===== src/rtl/cvo_vga_out.sv =====
// cvo_vga_out: CVO clocked-video bus to DE1-SoC ADV7123 VGA DAC pins.
// Two-stage registered path: stage 1 captures inputs, stage 2 picks the colour.
// Ports: clk_clk, reset_reset (sync, active-high); vid_* CVO inputs; test_en;
//   vga_r/g/b, vga_hs/vs, vga_blank_n, vga_sync_n, vga_clk DAC pins;
//   frame_cnt, underflow_cnt, line_len, frame_lines, fill_active status.
module cvo_vga_out #(
    parameter logic        HS_ACTIVE_LOW = 1'b1,
    parameter logic        VS_ACTIVE_LOW = 1'b1,
    parameter logic [23:0] FILL_RGB      = 24'h0000FF,
    parameter int          BAR_WIDTH     = 80
) (
    input  logic        clk_clk,
    input  logic        reset_reset,
    input  logic [31:0] vid_data,
    input  logic        vid_datavalid,
    input  logic        vid_h_sync,
    input  logic        vid_v_sync,
    input  logic        vid_underflow,
    input  logic        test_en,
    output logic [7:0]  vga_r,
    output logic [7:0]  vga_g,
    output logic [7:0]  vga_b,
    output logic        vga_hs,
    output logic        vga_vs,
    output logic        vga_blank_n,
    output logic        vga_sync_n,
    output logic        vga_clk,
    output logic [15:0] frame_cnt,
    output logic [15:0] underflow_cnt,
    output logic [11:0] line_len,
    output logic [10:0] frame_lines,
    output logic        fill_active
);

    localparam logic [8:0] BW = 9'(BAR_WIDTH);

    // Stage 1 captures
    logic [23:0] rgb_in_q;
    logic        dv_q, hs_q, vs_q, uf_q, te_q;
    // Previous stage-1 values for edge detection
    logic        dv_h_q, vs_h_q, uf_h_q;
    // s1_vld_q: stage 1 holds a real sample, not reset contents.
    // armed_q: a genuine inactive cycle has been seen since reset, so a
    // following line is complete and may be latched.
    logic        s1_vld_q, armed_q;

    // Stage 2 state
    logic [23:0] rgb_q, rgb_d;
    logic        blank_q, hs_o_q, vs_o_q;
    logic [15:0] fcnt_q, fcnt_d, ucnt_q, ucnt_d;
    logic [11:0] len_q, len_d, pix_q, pix_d;
    logic [10:0] flines_q, flines_d, lines_q, lines_d;
    logic        fill_q, fill_d;
    logic [2:0]  bar_q, bar_d, bar_cur;
    logic [8:0]  left_q, left_d, left_cur;

    logic line_start, line_end, fs, uf_rise;
    logic unused_hi;

    assign unused_hi  = ^vid_data[31:24];
    assign line_start = dv_q & ~dv_h_q;
    assign line_end   = dv_h_q & ~dv_q & armed_q;
    assign fs         = vs_q & ~vs_h_q;
    assign uf_rise    = uf_q & ~uf_h_q;

    always_ff @(posedge clk_clk) begin
        if (reset_reset) begin
            rgb_in_q <= '0;
            dv_q     <= 1'b0;
            hs_q     <= 1'b0;
            vs_q     <= 1'b0;
            uf_q     <= 1'b0;
            te_q     <= 1'b0;
            dv_h_q   <= 1'b0;
            vs_h_q   <= 1'b0;
            uf_h_q   <= 1'b0;
            s1_vld_q <= 1'b0;
            armed_q  <= 1'b0;
        end else begin
            rgb_in_q <= vid_data[23:0];
            dv_q     <= vid_datavalid;
            hs_q     <= vid_h_sync;
            vs_q     <= vid_v_sync;
            uf_q     <= vid_underflow;
            te_q     <= test_en;
            dv_h_q   <= dv_q;
            vs_h_q   <= vs_q;
            uf_h_q   <= uf_q;
            s1_vld_q <= 1'b1;
            armed_q  <= armed_q | (s1_vld_q & ~dv_q);
        end
    end

    // Bar tracking: left_q counts pixels still to go in the current bar.
    // It runs whenever pixels are valid so the bar follows true pixel x.
    always_comb begin
        bar_cur  = line_start ? 3'd0 : bar_q;
        left_cur = line_start ? BW : left_q;
        bar_d    = bar_q;
        left_d   = left_q;
        if (dv_q) begin
            if (left_cur == 9'd1) begin
                left_d = BW;
                bar_d  = (bar_cur == 3'd7) ? 3'd7 : bar_cur + 3'd1;
            end else begin
                left_d = left_cur - 9'd1;
                bar_d  = bar_cur;
            end
        end
    end

    always_comb begin
        pix_d = pix_q;
        if (dv_q) begin
            if (line_start)
                pix_d = 12'd1;
            else if (pix_q != 12'hFFF)
                pix_d = pix_q + 12'd1;
        end
        len_d = line_end ? pix_q : len_q;
        lines_d  = lines_q;
        flines_d = flines_q;
        fcnt_d   = fcnt_q;
        if (fs) begin
            flines_d = lines_q;
            lines_d  = 11'd0;
            fcnt_d   = fcnt_q + 16'd1;
        end else if (line_end && lines_q != 11'h7FF) begin
            lines_d = lines_q + 11'd1;
        end
        ucnt_d = ucnt_q;
        if (uf_rise && ucnt_q != 16'hFFFF)
            ucnt_d = ucnt_q + 16'd1;
        // A new underflow edge beats the frame-start clear.
        fill_d = uf_rise ? 1'b1 : (fs ? 1'b0 : fill_q);
    end

    // Uses fill_d so the pixel that arrives with the edge is already filled.
    always_comb begin
        rgb_d = rgb_in_q;
        if (!dv_q)
            rgb_d = 24'h0;
        else if (fill_d)
            rgb_d = FILL_RGB;
        else if (te_q)
            rgb_d = {{8{~bar_cur[1]}}, {8{~bar_cur[2]}}, {8{~bar_cur[0]}}};
    end

    always_ff @(posedge clk_clk) begin
        if (reset_reset) begin
            rgb_q    <= '0;
            blank_q  <= 1'b0;
            hs_o_q   <= HS_ACTIVE_LOW;
            vs_o_q   <= VS_ACTIVE_LOW;
            fcnt_q   <= '0;
            ucnt_q   <= '0;
            len_q    <= '0;
            pix_q    <= '0;
            flines_q <= '0;
            lines_q  <= '0;
            fill_q   <= 1'b0;
            bar_q    <= '0;
            left_q   <= '0;
        end else begin
            rgb_q    <= rgb_d;
            blank_q  <= dv_q;
            hs_o_q   <= hs_q ^ HS_ACTIVE_LOW;
            vs_o_q   <= vs_q ^ VS_ACTIVE_LOW;
            fcnt_q   <= fcnt_d;
            ucnt_q   <= ucnt_d;
            len_q    <= len_d;
            pix_q    <= pix_d;
            flines_q <= flines_d;
            lines_q  <= lines_d;
            fill_q   <= fill_d;
            bar_q    <= bar_d;
            left_q   <= left_d;
        end
    end

    assign vga_r         = rgb_q[23:16];
    assign vga_g         = rgb_q[15:8];
    assign vga_b         = rgb_q[7:0];
    assign vga_hs        = hs_o_q;
    assign vga_vs        = vs_o_q;
    assign vga_blank_n   = blank_q;
    assign vga_sync_n    = 1'b0;
    assign vga_clk       = clk_clk;
    assign frame_cnt     = fcnt_q;
    assign underflow_cnt = ucnt_q;
    assign line_len      = len_q;
    assign frame_lines   = flines_q;
    assign fill_active   = fill_q;

endmodule


===== config.mk =====
export PLATFORM = sky130hd
export DESIGN_NAME = cvo_vga_out
export DESIGN_NICKNAME = d
export VERILOG_FILES = /design/src/rtl/cvo_vga_out.sv
export SDC_FILE = /design/constraint.sdc
export NUM_CORES = 1
export LEC_CHECK = 0
export BUFFER_PORTS_ARGS = -buffer_cell sky130_fd_sc_hd__buf_2
export CORE_UTILIZATION = 40
export CTS_BUF_LIST = sky130_fd_sc_hd__clkbuf_4 sky130_fd_sc_hd__clkbuf_8
export DETAILED_ROUTE_END_ITERATION = 10
export MAX_ROUTING_LAYER = met4
export SYNTH_ARGS = -nofsm -noshare
export SYNTH_HDL_FRONTEND = slang
export SYNTH_SLANG_ARGS = --single-unit

===== constraint.sdc =====
create_clock -name clk_clk -period 4.7 [get_ports clk_clk]
set_clock_uncertainty 0.05 [all_clocks]
set_input_delay 0.47 -clock clk_clk [delete_from_list [all_inputs] [get_ports clk_clk]]
set_output_delay 0.47 -clock clk_clk [all_outputs]
set_load 0.02 [all_outputs]

# --- Word-level counts from Yosys, hierarchy flattened ---
# Index checks and enable logic that the tools add are counted.
classes:
  add_sub_neg: 6
  n_eq_ne: 5
  mux: 12
  n_bitwise: 16
  reduce_logical: 7
op_table:
  columns: ["cell", "count"]
  rows:
  - ["$add 16x1->16 const B", 2]
  - ["$mux 12", 2]
  - ["$mux 24", 1]
  - ["$mux 9", 2]
  - ["$ne 16x16->1 const B", 1]
  - ["$add 12x1->12 const B", 1]
  - ["$ne 12x12->1 const B", 1]
  - ["$add 11x1->11 const B", 1]
  - ["$ne 11x11->1 const B", 1]
  - ["$eq 9x1->1 const B", 1]
  - ["$mux 3", 3]
  - ["$not 1->1", 9]
  - ["$sub 9x1->9 const B", 1]
  - ["$mux 8", 1]
  - ["$and 1x1->1", 6]
  - ["$reduce_or 2->1", 2]
  - ["$add 3x1->3 const B", 1]
  - ["$eq 3x3->1 const B", 1]
  - ["$mux 1", 3]
  - ["$reduce_or 3->1", 1]
  - ["$logic_and 1x1->1", 2]
  - ["$reduce_and 2->1", 1]
  - ["$reduce_bool 2->1", 1]
  - ["$or 1x1->1", 1]
totals:
  ff_bits: 151
  input_bits: 39
  out_inout_bits: 85
  elab_cells: 70

# --- Logic depth before layout (Yosys ltp) ---
logic_depth:
  ltp_word: 6
  ltp_mapped: 11
  depth_no_buf: 9

==> results.ini <==
[outcome]
status=completed

[cells_and_area]
nets=803
final_cell_count_no_fill=950
postLayoutCoreUtil_pct=49.4
seq_area_um2=3020
area_growth_syn_to_layout_pct=19.6
multiInputGateArea_um2=2590
num_antenna_cells=0
drive_gt1_share_pct=20.9
n_fill_cell=1351

[sta]
tightest_slew_ns=1.00
finalHoldViolations=0
tns_ns=0
slew_headroom_pct=33.2
grt_setup_unrepaired=false
slew_violations=0
setup_violations=0

[power_and_ir_drop]
vdd_drop_max_uv=188
power_w=0.00253
power_density_nw_per_um2=366
p_leak_nw=2.85

[die]
fp-row-count=43
die-area_um2=14900
die_w_um=122
core_area_um2=14000
io_pins=124
die-height_um=122
start_util_pct=41.3

[routing]
drtIter0Drc=217
wire_per_inst_um=12.7
drc_errors=0
ant_nets=0
wl_um=12100
vias=4728
first_pass_iters=4
vias_per_cell=4.98

[grt]
grt_pass1_vias=4366
overflow=0
track_usage_pct=17.8
grt_max_degree=100
grt_antenna_before_repair=0
grt_pass1_wl_um=20200

[synth]
synth_most_common_cell=dfxtp_1
postSynthAreaPerCell_um2=8.92
synth_edf_count=0
synth_area_leaders=dfxtp_1, nand2_1, nor2_1
netlist-cell-type-count=50
ys_seq_elements=151
yosys_most_used_dff=dfxtp_1
syn_nets=693
synth_top_area_share_pct=52.4
synth.top_cells.by_count=dfxtp_1, nand2_1, nor2_1, a21oi_1, nor2b_1
synthArstFlopShare_pct=0
synth_cells=647
yosysTopAreaCell=dfxtp_1
ys_warn_count=0
seq_area_frac_synth_pct=52.4
synth_area_um2=5770

[cts]
cts.hold.buffers_added=0
clk_pin_slew_ns=0.08
post_cts_resized=0
tritoncts=yes
post_cts.repair.setup_buffers=0
clock_latency_ns=0.55

[critical_path]
cp_max_fo=2
crit_type=clk -> out
crit_buf_inv=3
slowest_delay_ns=0.15
critPathRequiredTime_ns=4.18
cp_slowest_cell=buf_2
crit_path_cell_trace=clkbuf_8 -> clkbuf_8 -> buf_2
critPathLaunchType=clock port
cpMostUsedCell=clkbuf_8
end_kind=output pin
crit_family=buffers and inverters
crit_arrival_ns=2.72

[placement]
place_hpwl_um=8210
gp_congestion=0.843
port-buffer-count=114
dp.cells=915

[worst_hold_path]
hold_path.class=in -> reg

[run]
maxCapViolations=0

logic make-up (layout without fill, tap and decap cells):
group	count (synthesis)	after routing	share of synthesized area, %
AOI/OAI and AO/OA	100	100	10.3
xor gates and xnor gates	40	40	6.07
adders and majority gates	7	7	1.52
buffers and inverters	38	161	2.69
DFF	151	151	52.4
other	1	1	0.0650
and+or+nand+nor	310	310	26.9
power by group:
part	internal (W)	switching [W]	total, W
logic	0.0000523	0.0000847	0.000137
registers	0.00131	0.0000219	0.00133
clock network	0.000563	0.000501	0.00106
layout make-up:
cell class                 count  share of cell area, %
inverter                      10                  0.544
tap                          180                   3.26
sequential                   151                   43.8
timing repair buffer         115                   8.44
clock inverter                11                   1.83
multi-input combinational    458                   37.6
clock buffer                  25                   4.58
cells in the final DEF (no fill, tap or decap), types with 3 or more instances in the layout:
master	count
a211oi_1	5
a21oi_1	57
a31oi_1	4
and2_1	7
and3_1	12
and4_1	5
buf_2	113
buf_4	3
clkbuf_4	3
clkbuf_8	21
clkinv_4	3
clkinvlp_4	4
dfxtp_1	151
ha_1	7
inv_1	10
nand2_1	88
nand2b_1	18
nand3_1	20
nand4_1	18
nor2_1	79
nor2b_1	33
nor3_1	9
o211ai_1	4
o21ai_0	13
o31ai_1	3
or3_1	3
xnor2_1	13
xor2_1	27
metrics by stage:
step           hold slack [ns]  instance area, um^2  worst slack (ns)
6_report                0.0732                 6910              1.46
5_1_grt                 0.0416                 6910              1.45
4_1_cts                 0.0296                 6910              1.45
3_5_place_dp             0.311                 6470              1.69
3_3_place_gp             0.306                 6470              1.69
2_1_floorplan            0.302                 5770              1.70
metal layers:
metal | vias up | track usage, % | wire length (um)
met4 | 0 | 7.24 | 181
li1 | 2414 | - | -
met3 | 17 | 5.43 | 541
met5 | - | - | 0
met2 | 105 | 28.5 | 5870
met1 | 2192 | 20.6 | 5480
state kept, by name (all words and copies together), names as in the netlist, 3 cells and up:
name,flops
pix_q,12
lines_q,11
frame_cnt,16
rgb_in_q,24
underflow_cnt,16
line_len,12
left_q,9
frame_lines,11
bar_q,3
rgb_q,24
worst reg2reg max path: stages (launching register included):
cell     delay (ns)
dfxtp_1        0.65
inv_1          0.24
nand2_1        0.28
nand2_1        0.12
ha_1           0.24
and3_1         0.24
or3_1          0.42
o41ai_2        0.21
final timing paths:
| path | cells past startpoint | endpoint | startpoint | slack (ns) |
|---|---|---|---|---|
| setup / recovery | 3 | vga_clk | clk_clk | 1.46 |
| hold / removal | 2 | rgb_in_q[14]$_SDFF_PP0_ | vid_data[14] | 0.07 |
| setup reg to reg | 7 | left_q[7]$_SDFFE_PP0P_ | vga_blank_n$_SDFF_PP0_ | 2.16 |
| hold reg to reg | 1 | vga_hs$_SDFF_PP1_ | hs_q$_SDFF_PP0_ | 0.33 |
Power figures use the tool's default switching activity.
